==> src/rtl/clken_sched.sv <==
// Clock-enable scheduler: derives 12/6/1.5 MHz enables from a 24 MHz clock and
// supports pausing and single-stepping on 1.5 MHz period boundaries.
module clken_sched #(
  parameter logic [1:0] PIX_DEFAULT = 2'd0,
  parameter logic       STEP_ENABLE = 1'b1
) (
  input  logic       CLK_24M,
  input  logic       nRESET,
  input  logic       PAUSE_REQ,
  input  logic       STEP,
  input  logic [1:0] PIX_MODE_REQ,
  output logic       CE_12M,
  output logic       CE_6M,
  output logic       CE_1_5M,
  output logic       CE_PACLK,
  output logic       CE_PIX,
  output logic       CLK_A,
  output logic       CLK_B,
  output logic       PAUSE_ACK,
  output logic [1:0] STATE
);

  typedef enum logic [1:0] {
    ST_RUN    = 2'd0,
    ST_DRAIN  = 2'd1,
    ST_PAUSED = 2'd2,
    ST_STEP   = 2'd3
  } state_t;

  state_t     state;
  logic [3:0] cnt;
  logic [1:0] pix_mode;
  logic       pause_ack;
  logic       counting;
  logic       cnt_last;
  logic       step_go;

  assign counting = (state != ST_PAUSED);
  assign cnt_last = (cnt == 4'd15);
  assign step_go  = STEP && STEP_ENABLE;

  // Phase counter, pixel-mode latch and pause/step state machine.
  // Pauses only ever begin after a CNT==15 cycle so no enable is cut short.
  always_ff @(posedge CLK_24M or negedge nRESET) begin
    if (!nRESET) begin
      cnt       <= 4'd0;
      state     <= ST_RUN;
      pix_mode  <= PIX_DEFAULT;
      pause_ack <= 1'b0;
    end else begin
      if (counting) begin
        cnt <= cnt + 4'd1;
      end else begin
        cnt <= cnt;
      end

      if (counting && cnt_last) begin
        pix_mode <= PIX_MODE_REQ;
      end else begin
        pix_mode <= pix_mode;
      end

      case (state)
        ST_RUN: begin
          if (PAUSE_REQ && cnt_last) begin
            state     <= ST_PAUSED;
            pause_ack <= 1'b1;
          end else if (PAUSE_REQ) begin
            state     <= ST_DRAIN;
            pause_ack <= 1'b0;
          end else begin
            state     <= ST_RUN;
            pause_ack <= 1'b0;
          end
        end
        ST_DRAIN: begin
          if (!PAUSE_REQ) begin
            state     <= ST_RUN;
            pause_ack <= 1'b0;
          end else if (cnt_last) begin
            state     <= ST_PAUSED;
            pause_ack <= 1'b1;
          end else begin
            state     <= ST_DRAIN;
            pause_ack <= 1'b0;
          end
        end
        ST_PAUSED: begin
          // Resume takes priority over a coincident step pulse.
          if (!PAUSE_REQ) begin
            state     <= ST_RUN;
            pause_ack <= 1'b0;
          end else if (step_go) begin
            state     <= ST_STEP;
            pause_ack <= 1'b0;
          end else begin
            state     <= ST_PAUSED;
            pause_ack <= 1'b1;
          end
        end
        ST_STEP: begin
          if (cnt_last && PAUSE_REQ) begin
            state     <= ST_PAUSED;
            pause_ack <= 1'b1;
          end else if (cnt_last) begin
            state     <= ST_RUN;
            pause_ack <= 1'b0;
          end else begin
            state     <= ST_STEP;
            pause_ack <= 1'b0;
          end
        end
        default: begin
          state     <= ST_RUN;
          pause_ack <= 1'b0;
        end
      endcase
    end
  end

  // Enable decode straight off the registered phase counter.
  always_comb begin
    CE_12M   = 1'b0;
    CE_6M    = 1'b0;
    CE_PACLK = 1'b0;
    CE_1_5M  = 1'b0;
    CE_PIX   = 1'b0;
    if (counting) begin
      CE_12M   = cnt[0];
      CE_6M    = (cnt[1:0] == 2'd3);
      CE_PACLK = (cnt[1:0] == 2'd1);
      CE_1_5M  = cnt_last;
      case (pix_mode)
        2'd0:    CE_PIX = (cnt[1:0] == 2'd3);
        2'd1:    CE_PIX = cnt[0];
        2'd2:    CE_PIX = (cnt[2:0] == 3'd7);
        2'd3:    CE_PIX = cnt_last;
        default: CE_PIX = 1'b0;
      endcase
    end else begin
      CE_12M   = 1'b0;
      CE_6M    = 1'b0;
      CE_PACLK = 1'b0;
      CE_1_5M  = 1'b0;
      CE_PIX   = 1'b0;
    end
  end

  assign CLK_A     = pix_mode[0];
  assign CLK_B     = pix_mode[1];
  assign PAUSE_ACK = pause_ack;
  assign STATE     = state;

endmodule

==> config.mk <==
export PLATFORM = sky130hd
export DESIGN_NAME = clken_sched
export DESIGN_NICKNAME = d
export VERILOG_FILES = /design/src/rtl/clken_sched.sv
export SDC_FILE = /design/constraint.sdc
export NUM_CORES = 1
export LEC_CHECK = 0
export BUFFER_PORTS_ARGS = -buffer_cell sky130_fd_sc_hd__buf_2
export CAP_MARGIN = 5
export CORE_AREA = 2 2 39 41
export DETAILED_ROUTE_END_ITERATION = 8
export DIE_AREA = 0 0 41 43
export GPL_TIMING_DRIVEN = 0
export PLACE_DENSITY = 0.66
export SYNTH_ARGS = -nofsm -noshare
export SYNTH_HDL_FRONTEND = slang
export SYNTH_SLANG_ARGS = --single-unit
==> constraint.sdc <==
create_clock -name CLK_24M -period 3 [get_ports CLK_24M]
set_clock_uncertainty 0.05 [all_clocks]
set_input_delay 0.15 -clock CLK_24M [delete_from_list [all_inputs] [get_ports CLK_24M]]
set_output_delay 0.15 -clock CLK_24M [all_outputs]
set_load 0.005 [all_outputs]
-- Word-level counts from Yosys, hierarchy flattened
Cells that the tools add are included.
- word-level logic and storage cells: 42
- input bits: 6
- bits in registers: 9
- equal/unequal tests: 11
- reductions and logical operators: 5
- $add $sub $neg: 1
- muxes and demuxes: 21
- operators with widths (kind ; number):
    $mux 1 ; 12
    $mux 2 ; 6
    $eq 2x2->1 const B ; 5
    $pmux 2 s4 ; 1
    $eq 2x1->1 const B ; 3
    $add 4x1->4 const B ; 1
    $eq 4x4->1 const B ; 1
    $logic_not 2->1 ; 2
    $pmux 1 s4 ; 1
    $eq 3x3->1 const B ; 1
    $pmux 1 s3 ; 1
    $logic_and 1x1->1 ; 2
    $ne 2x2->1 const B ; 1
    $reduce_or 2->1 ; 1

-- Depth between registers and ports, before layout
Gate-level depths: netlist of the first run.
- word-level depth: 4
- mapped depth: 6
- depth with buffers taken out: 5

-- Worst setup path before layout of the first run
OpenSTA, ideal clock, no wires.
- kind: register -> output
- start point: register cnt[0]
- end point: output port CE_PIX
- stages on the path, launching flop included: 5
- buffers on the path: 0
- data required time: 2800 ps
- arrival time: 1440 ps
- path slack: 1360 ps
- cell sequence: dfrtp_1 > ha_1 > and3_4 > mux4_2 > nor2b_4
- longest elaborated chain between the ends: 3
- ends and longest elaborated chain (element ; line ; source):
    start, declared ; 31 ; logic [3:0] cnt;
    start signal, assigned ; 52 ; cnt <= cnt + 4'd1;
    start signal, assigned ; 54 ; cnt <= cnt;
    $eq 4x4->1 (tied with other cells) ; 39 ; assign cnt_last = (cnt == 4'd15);
    $pmux 1 s4 (*) ; 133 ; case (pix_mode)
    $mux 1 (*) ; 128 ; if (counting) begin
    end, declared ; 16 ; output logic CE_PIX,
Every way passes the cells marked *; elsewhere a longest branch is shown, timed or not.

-- Worst setup path in the final report of the first run
Ends and elaborated chain as after synthesis.

==> results.yml, run 1 <==
min_path:
  whs_endpoint: "pix_mode[0]"
  holdPathStages: 2
  hp-start: "PIX_MODE_REQ[0]"
  holdCritPathClass: "input pin to flop"
synthesis:
  ys_ff_latch: 9
  synth_area_um2: 548.0
  synth_nets: 63
  synth-seq-area-share_pct: 41.10
  ys_types: 19
  postSynthCellCount: 50
  synth.avg_cell_area_um2: 10.96
  yosys_warnings: 0
power_and_ir_drop:
  p_leak_uw: 0.0003454
  power.density_nw_per_um2: 895.2
  ir_drop_mv: 0.3599
die:
  dieArea_um2: 1763
  core_um2: 1384
  start_util_pct: 39.60
  boundaryPins: 16
  die_h_um: 43
  die_w_um: 41
  rows: 14
layout:
  antenna-diode-count: 0
  num-nets-final: 84
  multi_input_area_um2: 299.0
  seqCellArea_um2: 225.2
  mostFrequentLayoutCell: "buf_2"
  final_area_um2: 679.4
  final_cell_mix: "16 x buf_2, 9 x dfrtp_1, 7 x ha_1"
  layout-drive-gt1-share_pct: 35.71
  n_fill_cell: 150
  syn_to_final_growth_pct: 23.97
worst_setup_path:
  worstPathArrival_ns: 1.91
  reg2reg_slack_ns: 1.48
  r2r_end: "pix_mode[1]"
  cp-end-kind: "output port"
  critPathRequiredTime_ns: 2.80
  cp_max_fo: 6
  reg2reg_depth: 5
  r2r-start: "STATE[0]"
  cp-start-kind: "flop"
  path_class: "flop to output port"
timing:
  relSlewSlack_pct: 84.04
  worst_pin_slew_ns: 0.2394
  slew_violations: 0
  finalSetupViolCount: 0
  fin_tns_setup_ns: 0
  min_period_ns: 2.111
  hold_viol: 0
  max_freq_ghz: 0.4738
  fin_crit_sh_pct: 70.36
  rsz0062_at_grt: "false"
grt:
  grt_use_met3_pct: 3.665
  grtUsageTotal_pct: 15.17
  overflow: 0
  antenna_found_initial: 0
  global_route.peak_usage_layer: "met2"
  use_met2_pct: 21.88
  grtUsageMet1_pct: 19.19
  grt_pass1_vias: 427
  grt_max_degree: 11
  grt_pass1_wl_mm: 1.780
routing:
  dr.pass1.iters: 4
  num_vias: 430
  drc_errors: 0
  via_per_inst: 5.000
  wl_per_cell_um: 11.63
  ant_nets: 0
  drt-total-wl_mm: 1.000
  drtIter0Drc: 4
clocking:
  htreeDepth: 1
  clk_latency_ns: 0.25
  cts_made_buffers: 3
  cts_root_buf: "clkbuf_4"
  cts_buffer_depth: 2
  cts_tree: "done"
  clk_pin_slew_ns: 0.06
  ctsResizeCount: 0
  clkSinkCount: 9
flow_run:
  cap_violations: 0
place:
  port_buffers: 15
  dp_hpwl_um: 791.1
  place_congestion: 0.7102
  place_area_um2: 643.1
run_status:
  status: "completed"
==> routing by layer <==
metal | part of all wire [%] | vias up
met4 | 0.90 | 0
met5 | 0 | -
met1 | 43 | 205
li1 | - | 212
met2 | 50 | 11
met3 | 5.7 | 2
==> metrics by stage <==
step | utilization (%) | total power, uW | setup slack, ns | instances | hold WS [ns]
2_1_floorplan | - | 419.3 | 1.360 | 50 | -0.1956
3_3_place_gp | 46.47 | 508.8 | 1.146 | 81 | -0.03595
3_5_place_dp | 46.47 | 525.1 | 1.158 | 81 | -0.03500
4_1_cts | 49.10 | 621.2 | 0.8705 | 86 | 0.07138
5_1_grt | 49.10 | 675.4 | 0.7865 | 86 | 0.08205
6_report | 49.10 | 608.2 | 0.8893 | 86 | 0.07669
==> cell usage after synthesis <==
master / count / area, um^2
nor2_1: 2 / 7.510
nand2_1: 2 / 7.510
dfrtp_1: 9 / 225.2
a211oi_1: 1 / 7.510
nor2b_4: 1 / 13.76
ha_1: 7 / 87.58
nand3_1: 3 / 15.01
buf_2: 1 / 5.000
inv_1: 5 / 18.77
a221oi_1: 1 / 8.760
o21a_1: 2 / 15.01
a21oi_1: 2 / 10.01
o21ai_0: 2 / 10.01
mux2_2: 3 / 33.78
nor2b_1: 4 / 25.02
xnor2_1: 2 / 17.52
nand4_1: 1 / 6.260
and3_4: 1 / 11.26
mux4_2: 1 / 22.52
==> logic make-up (layout without fill, tap and decap cells) <==
kind of cell	Yosys count	count (layout)	share of synthesized area, %
compound gates	8	8	9.361
xor+xnor	2	2	3.197
fa+ha+maj	7	7	15.98
buf+inv	6	26	4.337
flops	9	9	41.10
mux	4	4	10.27
simple gates	14	14	15.75
==> how the worst max path moves through the flow <==
stage / from / end / slack [ns]
after global placement: cnt[0] / CE_PIX / 1.15
after detailed placement: cnt[0] / CE_PIX / 1.16
after global routing: cnt[0] / CE_PIX / 0.79
after floorplan: cnt[0] / CE_PIX / 1.36
final: cnt[0] / CE_PIX / 0.89
after CTS: cnt[0] / CE_PIX / 0.87
==> what timing repair did <==
action | 4_1_cts | 5_1_grt
setup buffers | 0 | 0
endpoints found under the hold margin | 9 | 0
hold buffers | 1 | 0
endpoints found under the setup margin | 0 | 0
==> area by class of cell <==
cell class	count	share of cell area, %
plain buffers	1	0.7366
clock buffers	4	3.867
inverters	5	2.762
multi-input cells	35	44.01
flip-flops and latches	9	33.15
well taps	16	2.947
repair buffers	16	12.52
==> sequential cells by signal (all words and copies together), names as in the netlist <==
register,flops
pix_mode,2
cnt,4
PAUSE_ACK,1
STATE,2
==> where the power goes <==
group	switching (uW)	total [uW]	internal, uW
clock	39.6	90.6	51.1
sequential	51.2	222	171
combinational	120	295	175
total	211	608	397
==> worst max-delay path, cell delays in order (launching register included) <==
cell and delay [ns]:
dfrtp_1 0.44, ha_1 0.29, and3_4 0.21, mux4_2 0.46, nor2b_4 0.13, buf_2 0.12
Power figures use the tool's default switching activity.
==> run 2: changes to the inputs <==
==> constraint.sdc (replaced) <==
create_clock -name CLK_24M -period 2.1 [get_ports CLK_24M]
set_clock_uncertainty 0.05 [all_clocks]
set_input_delay 0.105 -clock CLK_24M [delete_from_list [all_inputs] [get_ports CLK_24M]]
set_output_delay 0.105 -clock CLK_24M [all_outputs]
set_load 0.005 [all_outputs]
==> run 2 against run 1 <==
Critical endpoint unchanged. Sequential power up 44%. Core utilization up 0.18 points. Wire length up 2.4%. Critical path depth unchanged. Sequential cell count unchanged. Non-clock buffer count unchanged.
==> results.yml, run 2 (synthesis gave the netlist of run 1 again) <==
run_status:
  status: "completed"
timing:
  rsz0062_at_grt: "false"
  min_period_ns: 2.010
  relSlewSlack_pct: 84.12
  max_freq_ghz: 0.4976
  fin_crit_sh_pct: 95.70
  fin_tns_setup_ns: 0
  finalSetupViolCount: 0
  worst_pin_slew_ns: 0.2382
  hold_viol: 0
  slew_violations: 0
worst_setup_path:
  r2r-start: "STATE[0]"
  cp-start-kind: "flop"
  path_class: "flop to output port"
  crit_start: "cnt[0]"
  worstPathArrival_ns: 1.85
  cp_max_fo: 6
  critPathSlowestCell: "mux4_2"
  cpPeakStageDelay_ns: 0.46
  cp-end-kind: "output port"
  critPathRequiredTime_ns: 1.95
  crit_chain: "ha_2, and3_4, mux4_2, nor2b_4, buf_2"
die:
  dieArea_um2: 1763
  die_w_um: 41
  start_util_pct: 39.60
  die_h_um: 43
  boundaryPins: 16
  rows: 14
  core_um2: 1384
routing:
  num_vias: 436
  wl_per_cell_um: 11.91
  drc_errors: 0
  drt-total-wl_mm: 1.024
  via_per_inst: 5.070
  dr.pass1.iters: 4
  drtIter0Drc: 6
  ant_nets: 0
grt:
  grt_pass1_wl_mm: 1.780
  grtUsageTotal_pct: 15.17
  grt_max_degree: 11
  overflow: 0
  grt_pass1_vias: 427
  antenna_found_initial: 0
power_and_ir_drop:
  p_leak_uw: 0.0003440
  power.total_uw: 873.8
  power.density_nw_per_um2: 1281
  ir_drop_mv: 0.5230
clocking:
  clk_latency_ns: 0.25
  htreeDepth: 1
  clk_pin_slew_ns: 0.06
  clkSinkCount: 9
  cts_root_buf: "clkbuf_4"
  cts_made_buffers: 3
  cts_tree: "done"
  cts_buffer_depth: 2
  post-cts-setup-buffer-count: 0
place:
  place_congestion: 0.7102
  port_buffers: 15
  dp_hpwl_um: 791.1
layout:
  num-nets-final: 84
  largest_reg_flops: 4
  top_register: "cnt"
  syn_to_final_growth_pct: 24.43
  final_cell_mix: "16 x buf_2, 9 x dfrtp_1, 6 x ha_1"
  antenna-diode-count: 0
  mostFrequentLayoutCell: "buf_2"
  layout-drive-gt1-share_pct: 37.14
min_path:
  hp-start: "PIX_MODE_REQ[0]"
  holdCritPathClass: "input pin to flop"
flow_run:
  cap_violations: 0
[run 2: cell counts in the layout (fill, tap and decap cells not counted)]
No cell type changed its count.
[run 2: critical path: cells and delay by family, from the launching register on]
| kind | cells | cell delay, ns |
|---|---|---|
| muxes | 1 | 0.46 |
| DFF | 1 | 0.45 |
| and+or+nand+nor | 2 | 0.32 |
| adders and majority gates | 1 | 0.25 |
| buffers and inverters | 1 | 0.12 |
[run 2: area by class of cell]
cell class / instances / area [um^2]
repair buffers: 16 / 85.08
well taps: 16 / 20.02
multi-input cells: 35 / 301.5
fillers: 148 / 701.9
inverters: 5 / 18.77
clock buffers: 4 / 26.28
plain buffers: 1 / 5.005
flip-flops and latches: 9 / 225.2
[run 2: metrics by stage]
| step | hold slack [ns] | setup WS [ns] | cells | utilization, % | instance area [um^2] |
|---|---|---|---|---|---|
| final | 0.03180 | 0.09040 | 86 | 49.28 | 681.9 |
| after global routing | 0.03705 | 0.01497 | 86 | 49.28 | 681.9 |
| after CTS | 0.02638 | 0.01552 | 86 | 49.10 | 679.4 |
| after detailed placement | -0.08000 | 0.3029 | 81 | 46.47 | 643.1 |
| after global placement | -0.08095 | 0.2913 | 81 | 46.47 | 643.1 |
| after floorplan | -0.2406 | 0.5050 | 50 | - | 548.0 |
[run 2: worst paths after layout]
path | end | slack (ns) | cells past startpoint
worst max-delay path | CE_PIX | 0.09 | 5
worst max register to register | pix_mode[1] | 0.56 | 5
max in group asynchronous | cnt[2] | 1.64 | 2
min in group asynchronous | STATE[1] | 0.19 | 2
worst min register to register | cnt[3] | 0.49 | 1
worst min-delay path | pix_mode[0] | 0.03 | 2
[run 2: timing repair]
| action | 4_1_cts | 5_1_grt |
|---|---|---|
| hold endpoints to repair | 9 | 0 |
| hold buffers | 1 | 0 |
| gates resized for setup | 0 | 1 |
| endpoints found under the setup margin | 0 | 1 |
[run 2: report_power, final]
part           switching [uW]  leakage (uW)  internal, uW
Clock                    56.4     0.0000150          73.0
Combinational             173      0.000220           253
Sequential               74.3      0.000109           245
Total                     304      0.000344           570
[run 2: metal layers]
metal  vias up  track usage, %  share of wire [%]
met5         -               0                  0
met1       210           19.19                 42
met3         2           3.665                5.6
met2        11           21.88                 51
met4         0           10.00               0.88
li1        213               -                  -
